**src/rtl/rr_resource_scheduler_if.sv**
```systemverilog
// Bundle of requester-side and resource-side signals for the round-robin
// resource scheduler. The slave modport is the scheduler's view. The master
// modport is the view of the surrounding requesters and resource.
interface rr_resource_scheduler_if #(
    parameter int TOTAL  = 4,
    parameter int WIDTH  = 8,
    parameter int RWIDTH = 8
);
    localparam int SW = (TOTAL > 1) ? $clog2(TOTAL) : 1;

    // requester side
    logic [TOTAL-1:0]       req_stb;
    logic [TOTAL*WIDTH-1:0] req_data;
    logic [TOTAL-1:0]       req_busy;
    logic [TOTAL-1:0]       rsp_stb;
    logic [RWIDTH-1:0]      rsp_data;
    logic                   rsp_err;

    // resource side
    logic                   cmd_stb;
    logic [WIDTH-1:0]       cmd_data;
    logic [SW-1:0]          cmd_src;
    logic                   res_rdy;
    logic                   res_done;
    logic [RWIDTH-1:0]      res_data;

    modport slave (
        input  req_stb, req_data, res_rdy, res_done, res_data,
        output req_busy, rsp_stb, rsp_data, rsp_err, cmd_stb, cmd_data, cmd_src
    );

    modport master (
        output req_stb, req_data, res_rdy, res_done, res_data,
        input  req_busy, rsp_stb, rsp_data, rsp_err, cmd_stb, cmd_data, cmd_src
    );
endinterface

```
**src/rtl/rr_resource_scheduler.sv**
```systemverilog
// Round-robin scheduler sharing one single-transaction resource among TOTAL
// requesters. Each requester's command word is latched on its strobe. One
// command is issued at a time. The scheduler waits for completion or a
// timeout, then pulses the response back to the requester that issued it.
module rr_resource_scheduler #(
    parameter int TOTAL   = 4,
    parameter int WIDTH   = 8,
    parameter int RWIDTH  = 8,
    parameter int TIMEOUT = 255
) (
    input  logic                   clk,
    input  logic                   rst,
    rr_resource_scheduler_if.slave bus
);
    localparam int SW = (TOTAL > 1) ? $clog2(TOTAL) : 1;
    // A counter of at least one bit keeps TIMEOUT=0 (timeout disabled) legal.
    localparam int CW = (TIMEOUT > 0) ? $clog2(TIMEOUT + 1) : 1;
    localparam logic [CW-1:0]    TO_LAST = (TIMEOUT > 0) ? CW'(TIMEOUT - 1) : '0;
    localparam logic [TOTAL-1:0] ONE_HOT = TOTAL'(1);
    localparam logic [SW-1:0]    LAST_RST = SW'(TOTAL - 1);

    typedef enum logic [1:0] {IDLE, ISSUE, WAIT, RESP} state_t;

    state_t            state_q;
    logic [TOTAL-1:0]  pending_q;
    logic [TOTAL-1:0]  pending_d;
    logic [TOTAL-1:0]  cap_s;
    logic [WIDTH-1:0]  data_q [TOTAL];
    logic [SW-1:0]     last_q;
    logic [SW-1:0]     cmd_src_q;
    logic              cmd_stb_q;
    logic [WIDTH-1:0]  cmd_data_q;
    logic [TOTAL-1:0]  rsp_stb_q;
    logic [RWIDTH-1:0] rsp_data_q;
    logic              rsp_err_q;
    logic [CW-1:0]     tmo_cnt_q;
    logic              grant_vld_s;
    logic [SW-1:0]     grant_idx_s;

    // Requester index reached by stepping 'off' places past 'base', wrapping at TOTAL.
    function automatic logic [SW-1:0] wrap_idx(input logic [SW-1:0] base, input int off);
        int sum_v;
        sum_v = (int'(base) + off) % TOTAL;
        return sum_v[SW-1:0];
    endfunction

    // Per-requester capture and pending next-state. In RESP, a fresh strobe from the
    // requester being answered re-arms it instead of letting the clear win.
    always_comb begin
        pending_d = pending_q;
        cap_s     = '0;
        for (int i = 0; i < TOTAL; i++) begin
            if ((state_q == RESP) && (cmd_src_q == SW'(i))) begin
                cap_s[i]     = bus.req_stb[i];
                pending_d[i] = bus.req_stb[i];
            end else begin
                cap_s[i]     = bus.req_stb[i] & ~pending_q[i];
                pending_d[i] = pending_q[i] | bus.req_stb[i];
            end
        end
    end

    // Round-robin pick: the first pending requester after the last one served.
    // The search runs farthest-first so the nearest hit is the one that sticks.
    always_comb begin
        grant_vld_s = 1'b0;
        grant_idx_s = '0;
        for (int k = TOTAL; k >= 1; k--) begin
            if (pending_q[wrap_idx(last_q, k)]) begin
                grant_vld_s = 1'b1;
                grant_idx_s = wrap_idx(last_q, k);
            end else begin
                grant_vld_s = grant_vld_s;
                grant_idx_s = grant_idx_s;
            end
        end
    end

    // Scheduler FSM with request latches and registered outputs.
    always_ff @(posedge clk) begin
        if (rst) begin
            state_q    <= IDLE;
            pending_q  <= '0;
            last_q     <= LAST_RST;
            cmd_src_q  <= '0;
            cmd_stb_q  <= 1'b0;
            cmd_data_q <= '0;
            rsp_stb_q  <= '0;
            rsp_data_q <= '0;
            rsp_err_q  <= 1'b0;
            tmo_cnt_q  <= '0;
            for (int i = 0; i < TOTAL; i++) begin
                data_q[i] <= '0;
            end
        end else begin
            pending_q <= pending_d;
            for (int i = 0; i < TOTAL; i++) begin
                if (cap_s[i]) begin
                    data_q[i] <= bus.req_data[WIDTH*i +: WIDTH];
                end
            end

            case (state_q)
                IDLE: begin
                    if (grant_vld_s && bus.res_rdy) begin
                        cmd_src_q  <= grant_idx_s;
                        cmd_data_q <= data_q[grant_idx_s];
                        cmd_stb_q  <= 1'b1;
                        state_q    <= ISSUE;
                    end
                end
                ISSUE: begin
                    cmd_stb_q <= 1'b0;
                    tmo_cnt_q <= '0;
                    state_q   <= WAIT;
                end
                WAIT: begin
                    if (bus.res_done) begin
                        rsp_data_q <= bus.res_data;
                        rsp_err_q  <= 1'b0;
                        rsp_stb_q  <= ONE_HOT << cmd_src_q;
                        state_q    <= RESP;
                    end else if ((TIMEOUT != 0) && (tmo_cnt_q == TO_LAST)) begin
                        rsp_data_q <= '0;
                        rsp_err_q  <= 1'b1;
                        rsp_stb_q  <= ONE_HOT << cmd_src_q;
                        state_q    <= RESP;
                    end else begin
                        tmo_cnt_q <= tmo_cnt_q + 1'b1;
                    end
                end
                RESP: begin
                    rsp_stb_q <= '0;
                    last_q    <= cmd_src_q;
                    state_q   <= IDLE;
                end
                default: begin
                    state_q <= IDLE;
                end
            endcase
        end
    end

    assign bus.req_busy = pending_q;
    assign bus.rsp_stb  = rsp_stb_q;
    assign bus.rsp_data = rsp_data_q;
    assign bus.rsp_err  = rsp_err_q;
    assign bus.cmd_stb  = cmd_stb_q;
    assign bus.cmd_data = cmd_data_q;
    assign bus.cmd_src  = cmd_src_q;
endmodule

```
**src/flat_wrapper.sv**
```systemverilog
// flat-port wrapper written by rule: the top's interface ports become plain ports
module rr_resource_scheduler_flat 
#(
    parameter int TOTAL   = 4,
    parameter int WIDTH   = 8,
    parameter int RWIDTH  = 8,
    parameter int TIMEOUT = 255
)
  (clk, rst, bus_req_stb, bus_req_data, bus_res_rdy, bus_res_done, bus_res_data, bus_req_busy, bus_rsp_stb, bus_rsp_data, bus_rsp_err, bus_cmd_stb, bus_cmd_data, bus_cmd_src);
  rr_resource_scheduler_if #(.TOTAL(TOTAL), .WIDTH(WIDTH), .RWIDTH(RWIDTH)) bus_i ();
  input  logic clk;
  input  logic rst;
  input wire logic [$bits(bus_i.req_stb)-1:0] bus_req_stb;
  input wire logic [$bits(bus_i.req_data)-1:0] bus_req_data;
  input wire logic [$bits(bus_i.res_rdy)-1:0] bus_res_rdy;
  input wire logic [$bits(bus_i.res_done)-1:0] bus_res_done;
  input wire logic [$bits(bus_i.res_data)-1:0] bus_res_data;
  output wire logic [$bits(bus_i.req_busy)-1:0] bus_req_busy;
  output wire logic [$bits(bus_i.rsp_stb)-1:0] bus_rsp_stb;
  output wire logic [$bits(bus_i.rsp_data)-1:0] bus_rsp_data;
  output wire logic [$bits(bus_i.rsp_err)-1:0] bus_rsp_err;
  output wire logic [$bits(bus_i.cmd_stb)-1:0] bus_cmd_stb;
  output wire logic [$bits(bus_i.cmd_data)-1:0] bus_cmd_data;
  output wire logic [$bits(bus_i.cmd_src)-1:0] bus_cmd_src;
  assign bus_i.req_stb = bus_req_stb;
  assign bus_i.req_data = bus_req_data;
  assign bus_i.res_rdy = bus_res_rdy;
  assign bus_i.res_done = bus_res_done;
  assign bus_i.res_data = bus_res_data;
  assign bus_req_busy = bus_i.req_busy;
  assign bus_rsp_stb = bus_i.rsp_stb;
  assign bus_rsp_data = bus_i.rsp_data;
  assign bus_rsp_err = bus_i.rsp_err;
  assign bus_cmd_stb = bus_i.cmd_stb;
  assign bus_cmd_data = bus_i.cmd_data;
  assign bus_cmd_src = bus_i.cmd_src;
  rr_resource_scheduler #(.TOTAL(TOTAL), .WIDTH(WIDTH), .RWIDTH(RWIDTH), .TIMEOUT(TIMEOUT)) u_core (.clk(clk), .rst(rst), .bus(bus_i));
endmodule
```
**config.mk**
```make
export PLATFORM = sky130hd
export DESIGN_NAME = rr_resource_scheduler_flat
export DESIGN_NICKNAME = d
export VERILOG_FILES = /design/src/rtl/rr_resource_scheduler_if.sv /design/src/rtl/rr_resource_scheduler.sv /design/src/flat_wrapper.sv
export SDC_FILE = /design/constraint.sdc
export NUM_CORES = 1
export LEC_CHECK = 0
export ABC_AREA = 1
export CAP_MARGIN = 30
export CORE_UTILIZATION = 46
export CTS_BUF_LIST = sky130_fd_sc_hd__clkbuf_16
export DETAILED_ROUTE_END_ITERATION = 7
export GPL_TIMING_DRIVEN = 0
export HOLD_SLACK_MARGIN = 0.12
export PLACE_DENSITY = 0.77
export SETUP_SLACK_MARGIN = 0.2
export SYNTH_ARGS = -nofsm -noshare
export SYNTH_HDL_FRONTEND = slang
export SYNTH_SLANG_ARGS = --single-unit
export TNS_END_PERCENT = 100
```
**constraint.sdc**
```tcl
create_clock -name clk -period 1.5 [get_ports clk]
set_input_delay 0.3 -clock clk [delete_from_list [all_inputs] [get_ports clk]]
set_output_delay 0.3 -clock clk [all_outputs]
set_load 0.03 [all_outputs]
```
### After elaboration in Yosys (flattened, before gate mapping)

Memories as Yosys holds them, arrays and structs flattened. A register that Yosys moved wholly into a read port is not among the register bits.
Index checks and enable logic that the tools add are counted.
Widths: inputs -> output; s select.

* bits in registers: 32
* bits of input ports: 48
* output and inout bits: 28
* memories kept: 1
* bits in writable memories: 32
* logic and storage cells: 122

* mux-type cells: 58
* bitwise operators: 16
* reduce and logical (&&, ||, !) cells: 17
* add/sub/neg operators: 5
* order comparisons: 4
* shift-type cells: 1
* equal/unequal tests: 11

Memories
* u_core.data_q: depth 4, width 8, read ports 1, clocked after Yosys merged registers in 1, wr ports 4, line rr_resource_scheduler.sv:28 `logic [WIDTH-1:0] data_q [TOTAL];`

Operator list (count)
* $mux 8: 8
* $mux 1: 33
* $pmux 8 s2: 1
* $mux 2: 7
* $lt 2x3->1 const B: 4
* $reduce_and 2->1: 5
* $add 8x1->8 const B: 1
* $bmux 1 s2: 4
* $eq 2x2->1 const B: 4
* $eq 8x8->1 const B: 1
* $mux 4: 2
* $or 1x1->1: 8
* $pmux 2 s4: 1
* $pmux 4 s2: 1
* $reduce_bool 2->1: 4
* $logic_and 1x1->1: 5
* $add 2x1->2 const B: 2
* $add 2x2->2 const B: 2
* $and 1x1->1: 4
* $eq 2x1->1 const B: 2
* $logic_not 2->1: 2
* $ne 2x2->1 const B: 2
* $not 1->1: 4
* $shl 1x2->4 const A: 1
* 4 further kinds: 4

### Depth between registers and ports, before layout

Gate-level depths: netlist of the first run.

* word-level depth: 10
* depth in mapped cells: 15
* gate-level depth less buffers: 14

### Worst setup path before layout of the first run

No wires, ideal clock.

* kind: reg2reg
* from: reg u_core.cmd_src_q[1], in the netlist u_core.bus.cmd_src[1]
* to: mem u_core.data_q[2][0] (enable)
* buffers on the path: 0
* cell stages (with the launch flop): 5
* arrival: 1336 ps
* slack: -165 ps
* required time: 1171 ps
* setup time: 329 ps
* clock period less this slack: 1665 ps
* cell sequence: dfxtp_1 inv_1 o31ai_1 nand2_1 nand2_1

RTL lines
* start: declaration: line rr_resource_scheduler.sv:30 `logic [SW-1:0] cmd_src_q;`
* start signal: assignment: line rr_resource_scheduler.sv:106 `cmd_src_q <= grant_idx_s;`
* end: declaration: line rr_resource_scheduler.sv:28

### Worst setup path in the final report of the first run

* from: reg u_core.last_q[0]
* to: reg u_core.cmd_data_q[3], in the netlist u_core.bus.cmd_data[3] (read register of u_core.data_q)

* longest elaborated chain between the ends: 9
* elaborated cells between the ends (all ways): 22
* classes of those cells: add/sub: 4; mux: 16; reduce/logical: 2

Ends and longest elaborated chain
* start: declaration: line rr_resource_scheduler.sv:29 `logic [SW-1:0] last_q;`
* start signal: assignment: line rr_resource_scheduler.sv:134 `last_q <= cmd_src_q;`
* $add 2x1->2: line rr_resource_scheduler.sv:43 `sum_v = (int'(base) + off) % TOTAL;`
* $bmux 1 s2: line rr_resource_scheduler.sv:69 `if (pending_q[wrap_idx(last_q, k)]) begin`
* $mux 1 (implied by the code): line rr_resource_scheduler.sv:69
* $mux 1 (4 in a row): line rr_resource_scheduler.sv:69
* $logic_and 1x1->1: line rr_resource_scheduler.sv:105 `if (grant_vld_s && bus.res_rdy) begin`
* $reduce_and 2->1 (no source line)
* end: declaration: line rr_resource_scheduler.sv:32 `logic [WIDTH-1:0] cmd_data_q;`

Several ways; a longest one is shown, not always the timed one. The select of a mux whose other input is x is not followed.
A chain may end at the register's enable or synchronous reset.

==> results of run 1 <==
==> power breakdown <==
part / switching [W] / internal (W) / total, W
combinational: 0.00270 / 0.00194 / 0.00465
clock: 0.000845 / 0.00110 / 0.00194
sequential: 0.000315 / 0.00240 / 0.00271
total: 0.00386 / 0.00544 / 0.00930
==> state kept, by name (all words and copies together) (netlist names), 4 cells and up <==
signal,flops
u_core.data_q,32
u_core.bus.cmd_data,8
u_core.bus.rsp_data,8
u_core.tmo_cnt_q,8
u_core.bus.req_busy,4
u_core.bus.rsp_stb,4
==> layer usage <==
metal | track usage, % | up-vias
li1 | - | 1643
met1 | 30.1 | 1741
met2 | 48.9 | 175
met3 | 8.30 | 46
met4 | 13.0 | 0
met5 | 0 | -
==> critical path, cell delays in order, from the launching register on <==
cell and delay (ns):
dfxtp_2 0.34, buf_8 0.15, inv_8 0.06, nand2_2 0.07
nand2_1 0.06, nor2_1 0.22, nor2_4 0.09, nand2_2 0.09
nand3_4 0.18, nor2_2 0.21, nand3_1 0.09, nand2_1 0.08
nor2_1 0.05
==> through the flow <==
stage               utilization (%)  setup WS (ns)  instance area, µm²  hold WS (ns)  instances
CTS                            76.4         -0.151                5540         0.457        642
detailed placement             62.6         -0.626                4540         0.459        595
global placement               62.6         -0.591                4540         0.447        595
floorplan                         -        0.00820                3670         0.424        421
finish                         82.2         -0.309                5960         0.471        659
global route                   82.2         -0.369                5960         0.481        659
==> final timing paths <==
check,start,endpoint,slack [ns],depth (start not counted)
min reg2reg,u_core.bus.rsp_data[1],u_core.bus.rsp_data[1],0.47,2
max reg2reg,u_core.last_q[0],u_core.bus.cmd_data[3],-0.31,12
min,u_core.bus.rsp_data[1],u_core.bus.rsp_data[1],0.47,2
max,u_core.last_q[0],u_core.bus.cmd_data[3],-0.31,12
==> area by class of cell <==
| cell class | count | share of cell area, % |
|---|---|---|
| plain buffers | 10 | 1.95 |
| flip-flops and latches | 72 | 30.3 |
| clock buffers | 9 | 3.78 |
| repair buffers | 122 | 19.7 |
| well taps | 99 | 2.08 |
| inverters | 65 | 4.91 |
| multi-input cells | 275 | 36.7 |
| clock inverters | 7 | 0.650 |
==> cells by family (layout without fill, tap and decap cells) <==
| group | Yosys count | after routing | synth area share, % |
|---|---|---|---|
| and+or+nand+nor | 204 | 205 | 27.1 |
| AOI/OAI and AO/OA | 61 | 61 | 9.26 |
| xor gates and xnor gates | 2 | 2 | 0.508 |
| buffers and inverters | 75 | 213 | 9.51 |
| DFF | 72 | 72 | 51.1 |
| adders and majority gates | 7 | 7 | 2.54 |
==> what timing repair did <==
item	in CTS	in global routing
pin swaps	47	32
gates cloned	3	1
buffers inserted	28	16
setup endpoints to repair	128	110
endpoints found under the hold margin	0	0
resized for setup	211	116
==> cell usage in the layout, fill, tap and decap left out, types with 18 or more instances in the layout <==
cell type        count
inv_1               49
clkdlybuf4s50_1     47
nand2_1             45
edfxtp_1            32
buf_4               29
nand3_1             26
nand2_4             25
dfxtp_1             25
nand2_2             21
nor2_1              21
a21oi_2             20
nand3_2             18
nor2_2              18
==> results.cfg, run 1 <==
[logic_synthesis]
syn_area_um2 = 3450
yosysTopAreaCell = edfxtp_1
avgSynthCellArea_um2 = 8.18
synth_flop_cell = dfxtp_1
ys_ff_latch = 72
synth_nets = 476
yosysSeqAreaShare_pct = 51.1
synthDistinctLibCells = 33
synth_edf_count = 32
yosysWarningCount = 0
synthArstFlopShare_pct = 0
synth.top_cells.by_count = nand2_1, inv_1, nand3_1, nor2_1, dfxtp_1
yosys-top-cells-area = edfxtp_1, dfxtp_1, nand2_1, nand3_1, inv_1
synth.most_common_cell = nand2_1
synth_top_cell_area_share_pct = 27.9
synth_cells = 421

[drt]
first_iter_violations = 269
drcViolationCount = 0
dr_wl_met3_um = 815
wire_per_inst_um = 18.8
viasPerCell = 5.47
ant_nets = 0
wl_met1_mm = 4.65
drt_wl_total_mm = 12.4
drtPass1Iterations = 5
dr_total_vias = 3605
dr.max_layer_used = met4
dr_wl_met2_mm = 6.43

[layout]
multi_input_area_um2 = 2190
diodes = 0
drive_gt1_share_pct = 49.6
syn2layout_area_growth_pct = 73.1
n_fill_cell = 391
regArea_um2 = 1810
fin_nets = 610

[outcome]
status = finished, violations left
failed_checks = setup timing

[place]
hpwlAfterDp_mm = 6.20
gp_congestion = 0.851
port_buffers = 75

[sta]
tightest_slew_ns = 0.357
slew_headroom_pct = 76.2
fin_crit_ns = 1.81
fin_ws_ns = -0.309
fmax_mhz = 553
fin_tns_setup_ns = -6.23
fin_skew_ns = 0.00648
setup_violations = 57
post-route-period-util_pct = 121
finalHoldViolCount = 0
grt_setup_unrepaired = yes
finalMaxSlewViolations = 0

[worst_setup_path]
critPathArrivalTime_ns = 2.04
worstPathRequired_ns = 1.73
crit_path_end_kind = register
start_kind = register
critPathKind = register to register
critPathMaxFanout = 8

[floorplan]
rows = 31
pin_count = 76
die_area_um2 = 7840
die_h_um = 88.6
initial_core_util_pct = 47.5
die_w_um = 88.6
fp.coreArea_um2 = 7250

[power]
fin_total_pwr_w = 0.00930
p_leak_nw = 2.53
power_density_nw_per_um2 = 1560
vdd_drop_max_mv = 1.15

[global_routing]
overflow = 0
grt_pass1_wl_mm = 16.0
grt_use_total_pct = 27.6
grt_pass1_vias = 3426
grt_max_degree = 13
antenna_found_initial = 0

[job]
max_cap_viol_count = 0

[clock_tree]
numCtsBuffers = 9
cts_hold_buf = 0
root_buffer = clkbuf_16
cts.sinks = 72
htreeDepth = 3
clockBufferDepth = 2
clock_latency_ns = 0.34
cts_tree = yes
clk_pin_slew_ns = 0.06

[min_path]
min_path_type = register to register
Note: power is estimated with default switching activity, not from simulation.
==> inputs of run 2 (changes only) <==
--- a/config.mk
+++ b/config.mk
@@ -6,13 +6,17 @@
 export NUM_CORES = 1
 export LEC_CHECK = 0
 export ABC_AREA = 1
+export ABC_CLOCK_PERIOD_IN_PS = 1500
 export CAP_MARGIN = 30
-export CORE_UTILIZATION = 46
+export CELL_PAD_IN_SITES_DETAIL_PLACEMENT = 0
+export CELL_PAD_IN_SITES_GLOBAL_PLACEMENT = 2
+export CORE_UTILIZATION = 26
 export CTS_BUF_LIST = sky130_fd_sc_hd__clkbuf_16
 export DETAILED_ROUTE_END_ITERATION = 7
 export GPL_TIMING_DRIVEN = 0
 export HOLD_SLACK_MARGIN = 0.12
-export PLACE_DENSITY = 0.77
+export PLACE_DENSITY_LB_ADDON = 0.1
+export RECOVER_POWER = 25
 export SETUP_SLACK_MARGIN = 0.2
 export SYNTH_ARGS = -nofsm -noshare
 export SYNTH_HDL_FRONTEND = slang
==> results.cfg, run 2 (same netlist as run 1, synthesis figures left out) <==
[outcome]
status = finished, violations left
failed_checks = setup timing

[worst_setup_path]
crit_path_end_kind = register
start_kind = register
worstPathRequired_ns = 1.72
critPathMaxFanout = 8
critPathArrivalTime_ns = 1.94
critPathKind = register to register

[drt]
first_iter_violations = 134
drt_wl_total_mm = 10.1
drcViolationCount = 0
dr_total_vias = 3212
wire_per_inst_um = 13.8
drtPass1Iterations = 4
ant_nets = 0
viasPerCell = 4.42

[layout]
n_fill_cell = 1243
largest_reg_flops = 32
layout_common_cells = inv_1, clkdlybuf4s50_1, nand2_1, edfxtp_1
final_common_cell = inv_1
syn2layout_area_growth_pct = 72.5
drive_gt1_share_pct = 45.0
fin_util_pct = 46.5
top_register = u_core.data_q
diodes = 0
fin_nets = 605

[sta]
setup_violations = 49
tightest_slew_ns = 0.616
slew_headroom_pct = 58.9
fmax_mhz = 582
finalHoldViolCount = 0
fin_skew_ns = 0.00473
fin_tns_setup_ns = -2.62
post-route-period-util_pct = 115
finalMaxSlewViolations = 0
fin_ws_ns = -0.218
grt_setup_unrepaired = yes
fin_crit_ns = 1.72

[power]
vdd_drop_max_mv = 0.479
power_density_nw_per_um2 = 1550
p_leak_nw = 2.51

[floorplan]
die_area_um2 = 13700
fp.coreArea_um2 = 12800
rows = 41
initial_core_util_pct = 27.0
pin_count = 76
die_h_um = 117
die_w_um = 117

[global_routing]
grt_pass1_wl_mm = 16.0
grt_use_total_pct = 15.8
overflow = 0
antenna_found_initial = 0
grt_max_degree = 13
grt_pass1_vias = 3088

[job]
max_cap_viol_count = 0

[clock_tree]
numCtsBuffers = 9
cts_tree = yes
cts.sinks = 72
root_buffer = clkbuf_16
clock_latency_ns = 0.33
clk_pin_slew_ns = 0.06
cts_hold_buf = 0
clockBufferDepth = 2
htreeDepth = 3

[place]
port_buffers = 75
gp_congestion = 0.748
pre_cts_slack_ns = -0.673
hpwlAfterDp_mm = 6.86

[min_path]
min_path_type = register to register
-- run 2: cell types whose count changed in the layout (fill, tap and decap cells not counted), moves of 4 or more --
cell,before,now
clkdlybuf4s15_2,8,2
clkbuf_1,0,12
a21oi_2,20,16
inv_2,3,8
nand3_2,18,14
nand3_1,26,30
a21oi_1,16,21
buf_2,17,13
-- run 2: through the flow --
| stage | hold slack [ns] | area, µm² | total power [W] | instances |
|---|---|---|---|---|
| after detailed placement | 0.451 | 4630 | 0.00560 | 668 |
| after floorplan | 0.424 | 3670 | 0.00458 | 421 |
| final | 0.466 | 5940 | 0.00923 | 727 |
| after global placement | 0.443 | 4630 | 0.00559 | 668 |
| after CTS | 0.466 | 5670 | 0.00895 | 715 |
| after global routing | 0.488 | 5940 | 0.00973 | 727 |
-- run 2: final timing paths --
kind	start	endpoint	slack [ns]	depth (start not counted)
min reg2reg	u_core.tmo_cnt_q[4]	u_core.tmo_cnt_q[4]	0.47	2
max	u_core.last_q[0]	u_core.bus.cmd_data[1]	-0.22	16
max reg2reg	u_core.last_q[0]	u_core.bus.cmd_data[1]	-0.22	16
min	u_core.tmo_cnt_q[4]	u_core.tmo_cnt_q[4]	0.47	2
-- run 2: cell type report --
class / count / area [µm²] / area share [%]
Timing Repair Buffer: 116 / 1020 / 17.2
Clock inverter: 7 / 111 / 1.87
Tap cell: 172 / 215 / 3.62
Inverter: 65 / 283 / 4.76
Multi-Input combinational cell: 276 / 2170 / 36.6
Clock buffer: 9 / 225 / 3.79
Buffer: 10 / 108 / 1.81
Sequential cell: 72 / 1800 / 30.3
-- run 2: what timing repair did --
item / in CTS / in global routing
setup endpoints to repair: 128 / 113
pin swaps: 44 / 33
resized for setup: 226 / 95
gates cloned: 4 / 0
buffers inserted: 27 / 12
-- run 2: critical path, stage by stage (launching register included) --
cell and delay (ns):
dfxtp_2 0.33, buf_8 0.14, inv_8 0.06, nand2_4 0.06, nand2_4 0.06, nand2_4 0.08, nand2_4 0.07, nand2_4 0.09
nand2_4 0.07, nand2_8 0.09, nand2_8 0.07, buf_6 0.12, buf_8 0.12, nand2_1 0.06, nand3_1 0.07, nand2_1 0.08
a21oi_1 0.06
-- run 2: metal layers --
layer  vias to the layer above  routed length, µm  global-route usage, %
met3                        14                576                   4.58
met4                         0                159                   5.57
met2                        64               4470                   24.5
met1                      1487               4840                   21.0
met5                         -                  0                      0
li1                       1647                  -                      -
-- run 2: report_power, final --
group | internal (W) | switching, W | leakage [nW]
clock network | 0.00161 | 0.000833 | 0.168
registers | 0.00240 | 0.000269 | 0.678
logic | 0.00169 | 0.00243 | 1.67
total | 0.00570 | 0.00354 | 2.51
